--- config.mk ---
export PLATFORM = sky130hd
export DESIGN_NAME = btn_debouncer
export DESIGN_NICKNAME = d
export VERILOG_FILES = /design/src/rtl/btn_pkg.sv /design/src/rtl/btn_debounce_ch.sv /design/src/rtl/btn_debouncer.sv
export SDC_FILE = /design/constraint.sdc
export NUM_CORES = 1
export LEC_CHECK = 0
export ABC_AREA = 1
export ABC_CLOCK_PERIOD_IN_PS = 2100
export BUFFER_PORTS_ARGS = -buffer_cell sky130_fd_sc_hd__buf_2
export CORE_MARGIN = 4
export CORE_UTILIZATION = 56
export DETAILED_ROUTE_END_ITERATION = 10
export HOLD_SLACK_MARGIN = 0.02
export PLACE_DENSITY = 0.83
export SLEW_MARGIN = 20
export SYNTH_ARGS = -nofsm -noshare
export SYNTH_HDL_FRONTEND = slang
export SYNTH_HIERARCHICAL = 1
export SYNTH_SLANG_ARGS = --single-unit
export TNS_END_PERCENT = 10
--- constraint.sdc ---
create_clock -name CLK100MHZ -period 2.1 [get_ports CLK100MHZ]
set_clock_uncertainty 0.1 [all_clocks]
set_input_delay 0.42 -clock CLK100MHZ [delete_from_list [all_inputs] [get_ports CLK100MHZ]]
set_output_delay 0.42 -clock CLK100MHZ [all_outputs]
set_load 0.1 [all_outputs]
--- src/rtl/btn_pkg.sv ---
// Shared FSM encoding and timing constants for the button debouncer.
// 100 MHz defaults plus short simulation overrides.
package btn_pkg;

   typedef enum logic [1:0] {
      S_LOW       = 2'd0,
      S_WAIT_HIGH = 2'd1,
      S_HIGH      = 2'd2,
      S_WAIT_LOW  = 2'd3
   } btn_state_t;

   // 10 ms debounce and 1 s long-press at 100 MHz
   localparam int DEB_CYCLES_DEF  = 1000000;
   localparam int NB_DEB_DEF      = 20;
   localparam int LONG_CYCLES_DEF = 100000000;

   // Short values so a bench can walk every transition in a few cycles
   localparam int DEB_CYCLES_SIM  = 4;
   localparam int NB_DEB_SIM      = 3;
   localparam int LONG_CYCLES_SIM = 16;

endpackage

--- src/rtl/btn_debounce_ch.sv ---
// One button channel: 2-flop synchroniser, debounce FSM, optional long-press counter (BTN_DEB_LONGPRESS_EN).
// Level change and rise/fall pulse land DEB_CYCLES+1 edges after sync1 samples the edge; no backpressure.
module btn_debounce_ch
   import btn_pkg::*;
#(
   parameter int DEB_CYCLES  = DEB_CYCLES_DEF,
   parameter int NB_DEB      = NB_DEB_DEF,
   parameter int LONG_CYCLES = LONG_CYCLES_DEF
) (
   input  logic CLK100MHZ,
   input  logic reset,
   input  logic btn_raw,
   output logic btn,
   output logic btn_rise,
   output logic btn_fall
`ifdef BTN_DEB_LONGPRESS_EN
   ,
   output logic btn_long
`endif
);

   localparam logic [NB_DEB-1:0] CNT_LAST = NB_DEB'(DEB_CYCLES - 1);

   logic              sync1;
   logic              sync2;
   btn_state_t        state;
   logic [NB_DEB-1:0] cnt;

`ifdef BTN_DEB_LONGPRESS_EN
   localparam int NB_LONG = $clog2(LONG_CYCLES + 1);
   localparam logic [NB_LONG-1:0] HOLD_LAST = NB_LONG'(LONG_CYCLES - 1);
   // Parking one past the pulse value gives one pulse per press
   localparam logic [NB_LONG-1:0] HOLD_SAT  = NB_LONG'(LONG_CYCLES);
   logic [NB_LONG-1:0] hold;
`else
   wire unused_long_cfg = |LONG_CYCLES;
`endif

   always_ff @(posedge CLK100MHZ) begin
      if (reset) begin
         sync1    <= 1'b0;
         sync2    <= 1'b0;
         state    <= S_LOW;
         cnt      <= '0;
         btn      <= 1'b0;
         btn_rise <= 1'b0;
         btn_fall <= 1'b0;
`ifdef BTN_DEB_LONGPRESS_EN
         hold     <= '0;
         btn_long <= 1'b0;
`endif
      end else begin
         sync1    <= btn_raw;
         sync2    <= sync1;
         btn_rise <= 1'b0;
         btn_fall <= 1'b0;
         case (state)
            S_LOW: begin
               if (sync2) begin
                  state <= S_WAIT_HIGH;
                  cnt   <= NB_DEB'(1);
               end else begin
                  cnt   <= '0;
               end
            end
            S_WAIT_HIGH: begin
               if (!sync2) begin
                  state <= S_LOW;
                  cnt   <= '0;
               end else if (cnt == CNT_LAST) begin
                  state    <= S_HIGH;
                  cnt      <= '0;
                  btn      <= 1'b1;
                  btn_rise <= 1'b1;
               end else begin
                  cnt <= cnt + 1'b1;
               end
            end
            S_HIGH: begin
               if (!sync2) begin
                  state <= S_WAIT_LOW;
                  cnt   <= NB_DEB'(1);
               end else begin
                  cnt   <= '0;
               end
            end
            S_WAIT_LOW: begin
               if (sync2) begin
                  state <= S_HIGH;
                  cnt   <= '0;
               end else if (cnt == CNT_LAST) begin
                  state    <= S_LOW;
                  cnt      <= '0;
                  btn      <= 1'b0;
                  btn_fall <= 1'b1;
               end else begin
                  cnt <= cnt + 1'b1;
               end
            end
            default: begin
               state <= S_LOW;
               cnt   <= '0;
               btn   <= 1'b0;
            end
         endcase
`ifdef BTN_DEB_LONGPRESS_EN
         btn_long <= 1'b0;
         if (state == S_HIGH || state == S_WAIT_LOW) begin
            if (hold == HOLD_LAST) begin
               btn_long <= 1'b1;
               hold     <= HOLD_SAT;
            end else if (hold != HOLD_SAT) begin
               hold <= hold + 1'b1;
            end
         end else begin
            hold <= '0;
         end
`endif
      end
   end

endmodule

--- src/rtl/btn_debouncer.sv ---
// Debounces NB_BTN raw buttons into clean levels plus one-cycle rise/fall (and BTN_DEB_LONGPRESS_EN long) pulses.
// Outputs move DEB_CYCLES+1 edges after sync1 samples a clean edge; no backpressure.
module btn_debouncer
   import btn_pkg::*;
#(
   parameter int NB_BTN      = 4,
   parameter int DEB_CYCLES  = DEB_CYCLES_DEF,
   parameter int NB_DEB      = NB_DEB_DEF,
   parameter int LONG_CYCLES = LONG_CYCLES_DEF
) (
   input  logic              CLK100MHZ,
   input  logic              reset,
   input  logic [NB_BTN-1:0] i_btn_raw,
   output logic [NB_BTN-1:0] o_btn,
   output logic [NB_BTN-1:0] o_btn_rise,
   output logic [NB_BTN-1:0] o_btn_fall
`ifdef BTN_DEB_LONGPRESS_EN
   ,
   output logic [NB_BTN-1:0] o_btn_long
`endif
);

   for (genvar g = 0; g < NB_BTN; g++) begin : g_ch
      btn_debounce_ch #(
         .DEB_CYCLES  (DEB_CYCLES),
         .NB_DEB      (NB_DEB),
         .LONG_CYCLES (LONG_CYCLES)
      ) u_ch (
         .CLK100MHZ (CLK100MHZ),
         .reset     (reset),
         .btn_raw   (i_btn_raw[g]),
         .btn       (o_btn[g]),
         .btn_rise  (o_btn_rise[g]),
         .btn_fall  (o_btn_fall[g])
`ifdef BTN_DEB_LONGPRESS_EN
         ,
         .btn_long  (o_btn_long[g])
`endif
      );
   end

endmodule
==> flow_summary_export.csv <==
group,metric,value,unit
global_routing,grt_max_degree,21,
route,drt_first_iter_violations,209,
global_routing,globalRouteOverflowTotal,0,
pwr,clock_power_share,0.380,
route,met3RoutedLength,374,um
sta,setup_total_negative_slack,0,ns
layout,post_route_cells_drive_above_1_share,0.135,
clock_tree,numCtsBuffers,9,
die,die_area,11600,um^2
synthesis,synth.net_count,819,
layout,final_net_count,842,
route,avgRoutedWirePerCell,10.8,um
die,floorplan.rows,36,
global_routing,number_of_antenna_violations_at_the_first_check_in_global_routing,0,
synthesis,number_of_enable_flip_flop_cells_after_synthesis,0,
route,route.detailed.vias_per_inst,4.84,
place,dpl_cell_area,5760,um^2
die,top_level_ports,18,
pwr,total_leakage_power,2.13,nW
synthesis,synth_cell_types,31,
route,wl_met1,5060,um
pwr,power.switching,792,uW
setup_path,cp-startpoint,"g_ch[1].u_ch/cnt[0]$_SDFF_PP0_",
clock_tree,insertion_delay,0.37,ns
synthesis,synth.top_cell.area_share,0.388,
synthesis,synth_seq_area_share,0.388,
clock_tree,h-tree-depth,3,
synthesis,yosysMostFrequentCell,"sky130_fd_sc_hd__nand2_1",
synthesis,netlist_top_cells_count,"sky130_fd_sc_hd__nand2_1 (201), sky130_fd_sc_hd__nor2_1 (161), sky130_fd_sc_hd__dfxtp_1 (108)",
setup_path,regToRegSetupSlack,0.36,ns
sta,timing_worst_slew_pin_value,0.501,ns
clock_tree,post-cts-setup-buffers,0,
hold_path,min-delay-start,"i_btn_raw[2]",
layout,finish.utilization,0.613,
layout,final_design_instance_area_without_fill,5970,um^2
clock_tree,cts_repair_resize_count,0,
hold_path,hold_path.class,"input pin to register",
global_routing,grt_first_pass_wirelength,18800,um
setup_path,arrival,1.90,ns
synthesis,total_standard_cell_area_after_synthesis,5570,um^2
layout,num-fill-cells,915,
place,io_buffer_count,17,
clock_tree,cts.root.buffer_cell,"sky130_fd_sc_hd__clkbuf_8",
route,dr.pass1.iters,5,
clock_tree,post_cts_hold_buffer_count,0,
pwr,power_frac_comb,0.033,
pwr,worst_vdd_rail_ir_drop,0.445,mV
setup_path,cp.required,2.26,ns
sta,max_slew_margin,0.668,
clock_tree,cts.reportedPaths.clkPinSlew,0.10,ns
clock_tree,tritoncts,"done",
synthesis,synth_seq_cells,108,
global_routing,gr-usage-all-layers,0.196,
sta,finalCritPeriodShare,0.831,
synthesis,ys.warnings.count,6,
sta,setup_viol_count_final,0,
setup_path,crit_path_max_fanout,16,
route,top_layer,"met4",
sta,hold_viol_final,0,
setup_path,r2r-start,"g_ch[1].u_ch/cnt[0]$_SDFF_PP0_",
synthesis,netlist_instances,809,
pwr,power.density_cell_area,598,nW/um^2
layout,areaGrowthSynthToFinish,7.19,%
route,post-route-drc-count,0,
outcome,run_status,"finished clean",
die,die_width,108,um
route,route.final.wire_length,10500,um
global_routing,number_of_global_route_vias_before_repair,4412,
clock_tree,cts.sinks,108,
sta,clock.fmax,0.573,GHz
setup_path,timing_worst_setup_path_type,"register to register",
sta,slew_viol_final,0,
route,detailroute.via_count,4694,
synthesis,synthFlopType,"sky130_fd_sc_hd__dfxtp_1",
die,floorplan.initialDensity,0.572,
flow_run,timing.max_cap.violations,0,
synthesis,synth.area.top_cells,"sky130_fd_sc_hd__dfxtp_1 (39%), sky130_fd_sc_hd__nand2_1 (14%), sky130_fd_sc_hd__nor2_1 (11%)",
pwr,switching_share,0.222,
synthesis,netlist.top_cell.by_area,"sky130_fd_sc_hd__dfxtp_1",
route,ant_nets,0,
synthesis,syn_avg_cell_area,6.88,um^2
pwr,p_seq_frac,0.587,
synthesis,postSynth.asyncResetShare,0,
die,chipHeight,108,um
sta,grt_setup_unrepaired,"no",
place,dpl_wire_length,7710,um
route,met2_wirelength,4940,um
setup_path,critical_path.startpoint_type,"register",
place,gp_congestion,0.864,
die,std_cell_core_area,9730,um^2
layout,diodes,0,
sta,hold_ws,0.149,ns
sta,layout_min_cycle_time,1.74,ns
pwr,internal-power,2.77,mW
setup_path,worstSetupEndpointType,"register",
clock_tree,cts.path.max_buffers,2,
-- cell families after synthesis --
| group | synth area share |
|---|---|
| adders and majority gates | 0.00899 |
| xor gates and xnor gates | 0.0613 |
| buffers and inverters | 0.0807 |
| AOI/OAI and AO/OA | 0.0416 |
| DFF | 0.388 |
| and+or+nand+nor | 0.419 |
-- metal layers --
| metal | track usage | vias to the layer above |
|---|---|---|
| met5 | 0 | - |
| met2 | 0.328 | 65 |
| met3 | 0.0402 | 8 |
| met4 | 0.0586 | 0 |
| met1 | 0.254 | 2084 |
| li1 | - | 2537 |
-- final timing paths --
path | to | depth (start not counted)
setup / recovery | g_ch[1].u_ch/cnt[15]$_SDFF_PP0_ | 8
hold reg to reg | g_ch[3].u_ch/sync2$_SDFF_PP0_ | 2
setup reg to reg | g_ch[1].u_ch/cnt[15]$_SDFF_PP0_ | 8
hold / removal | g_ch[2].u_ch/sync1$_SDFF_PP0_ | 3
-- metrics by stage --
stage	cells	worst slack [ns]	power, mW
3_3_place_gp	954	0.438	2.25
5_1_grt	969	0.188	3.70
6_report	969	0.356	3.57
2_1_floorplan	809	0.530	2.23
3_5_place_dp	954	0.382	2.26
4_1_cts	969	0.346	3.61
-- sequential cells by signal (all words and copies together), names as in the netlist, named ones only --
name / count
g_ch.u_ch/sync2: 4
g_ch.u_ch/cnt: 80
g_ch.u_ch/btn: 4
g_ch.u_ch/btn_fall: 4
g_ch.u_ch/state: 4
g_ch.u_ch/sync1: 4
g_ch.u_ch/btn_rise: 4
-- layout by cell type, fill, tap and decap left out, drive strengths merged --
cell type and instances:
buf 17, a21oi 6, o21ai 27, a31oi 1, nand2 214, xnor2 12
nand4 13, nand3 51, clkinvlp 2, a21boi 3, ha 4, nor2 214
and2 1, inv 103, clkinv 1, a31o 1, nor3 14, nor3b 1
clkbuf 9, or2 1, dfxtp 108, o22ai 1, xor2 27, bufinv 2
o21bai 3
-- final cells by class --
cell class / instances / area, um^2 / area share
repair buffers: 17 / 85.1 / 0.0143
clock buffers: 9 / 124 / 0.0208
well taps: 133 / 166 / 0.0279
flip-flops and latches: 108 / 2160 / 0.362
inverters: 102 / 385 / 0.0646
clock inverters: 6 / 88.8 / 0.0149
multi-input cells: 594 / 2960 / 0.495
-- critical path, stage by stage (launching register included) --
cell and delay (ns):
sky130_fd_sc_hd__dfxtp_1 0.43, sky130_fd_sc_hd__ha_1 0.23, sky130_fd_sc_hd__nand3_2 0.13, sky130_fd_sc_hd__nor2_1 0.16
sky130_fd_sc_hd__nand2_1 0.11, sky130_fd_sc_hd__nor2_4 0.13, sky130_fd_sc_hd__nor2_4 0.06, sky130_fd_sc_hd__nand2_4 0.21
sky130_fd_sc_hd__nor2_1 0.08
-- power by group through the flow --
stage | sequential (mW) | clock (mW) | combinational [mW]
after floorplan | 2.13 | 0 | 0.0925
after global placement | 2.14 | 0 | 0.116
after detailed placement | 2.14 | 0 | 0.117
after CTS | 2.09 | 1.40 | 0.119
after global routing | 2.10 | 1.46 | 0.140
final | 2.09 | 1.36 | 0.119
Power figures use the tool's default switching activity.
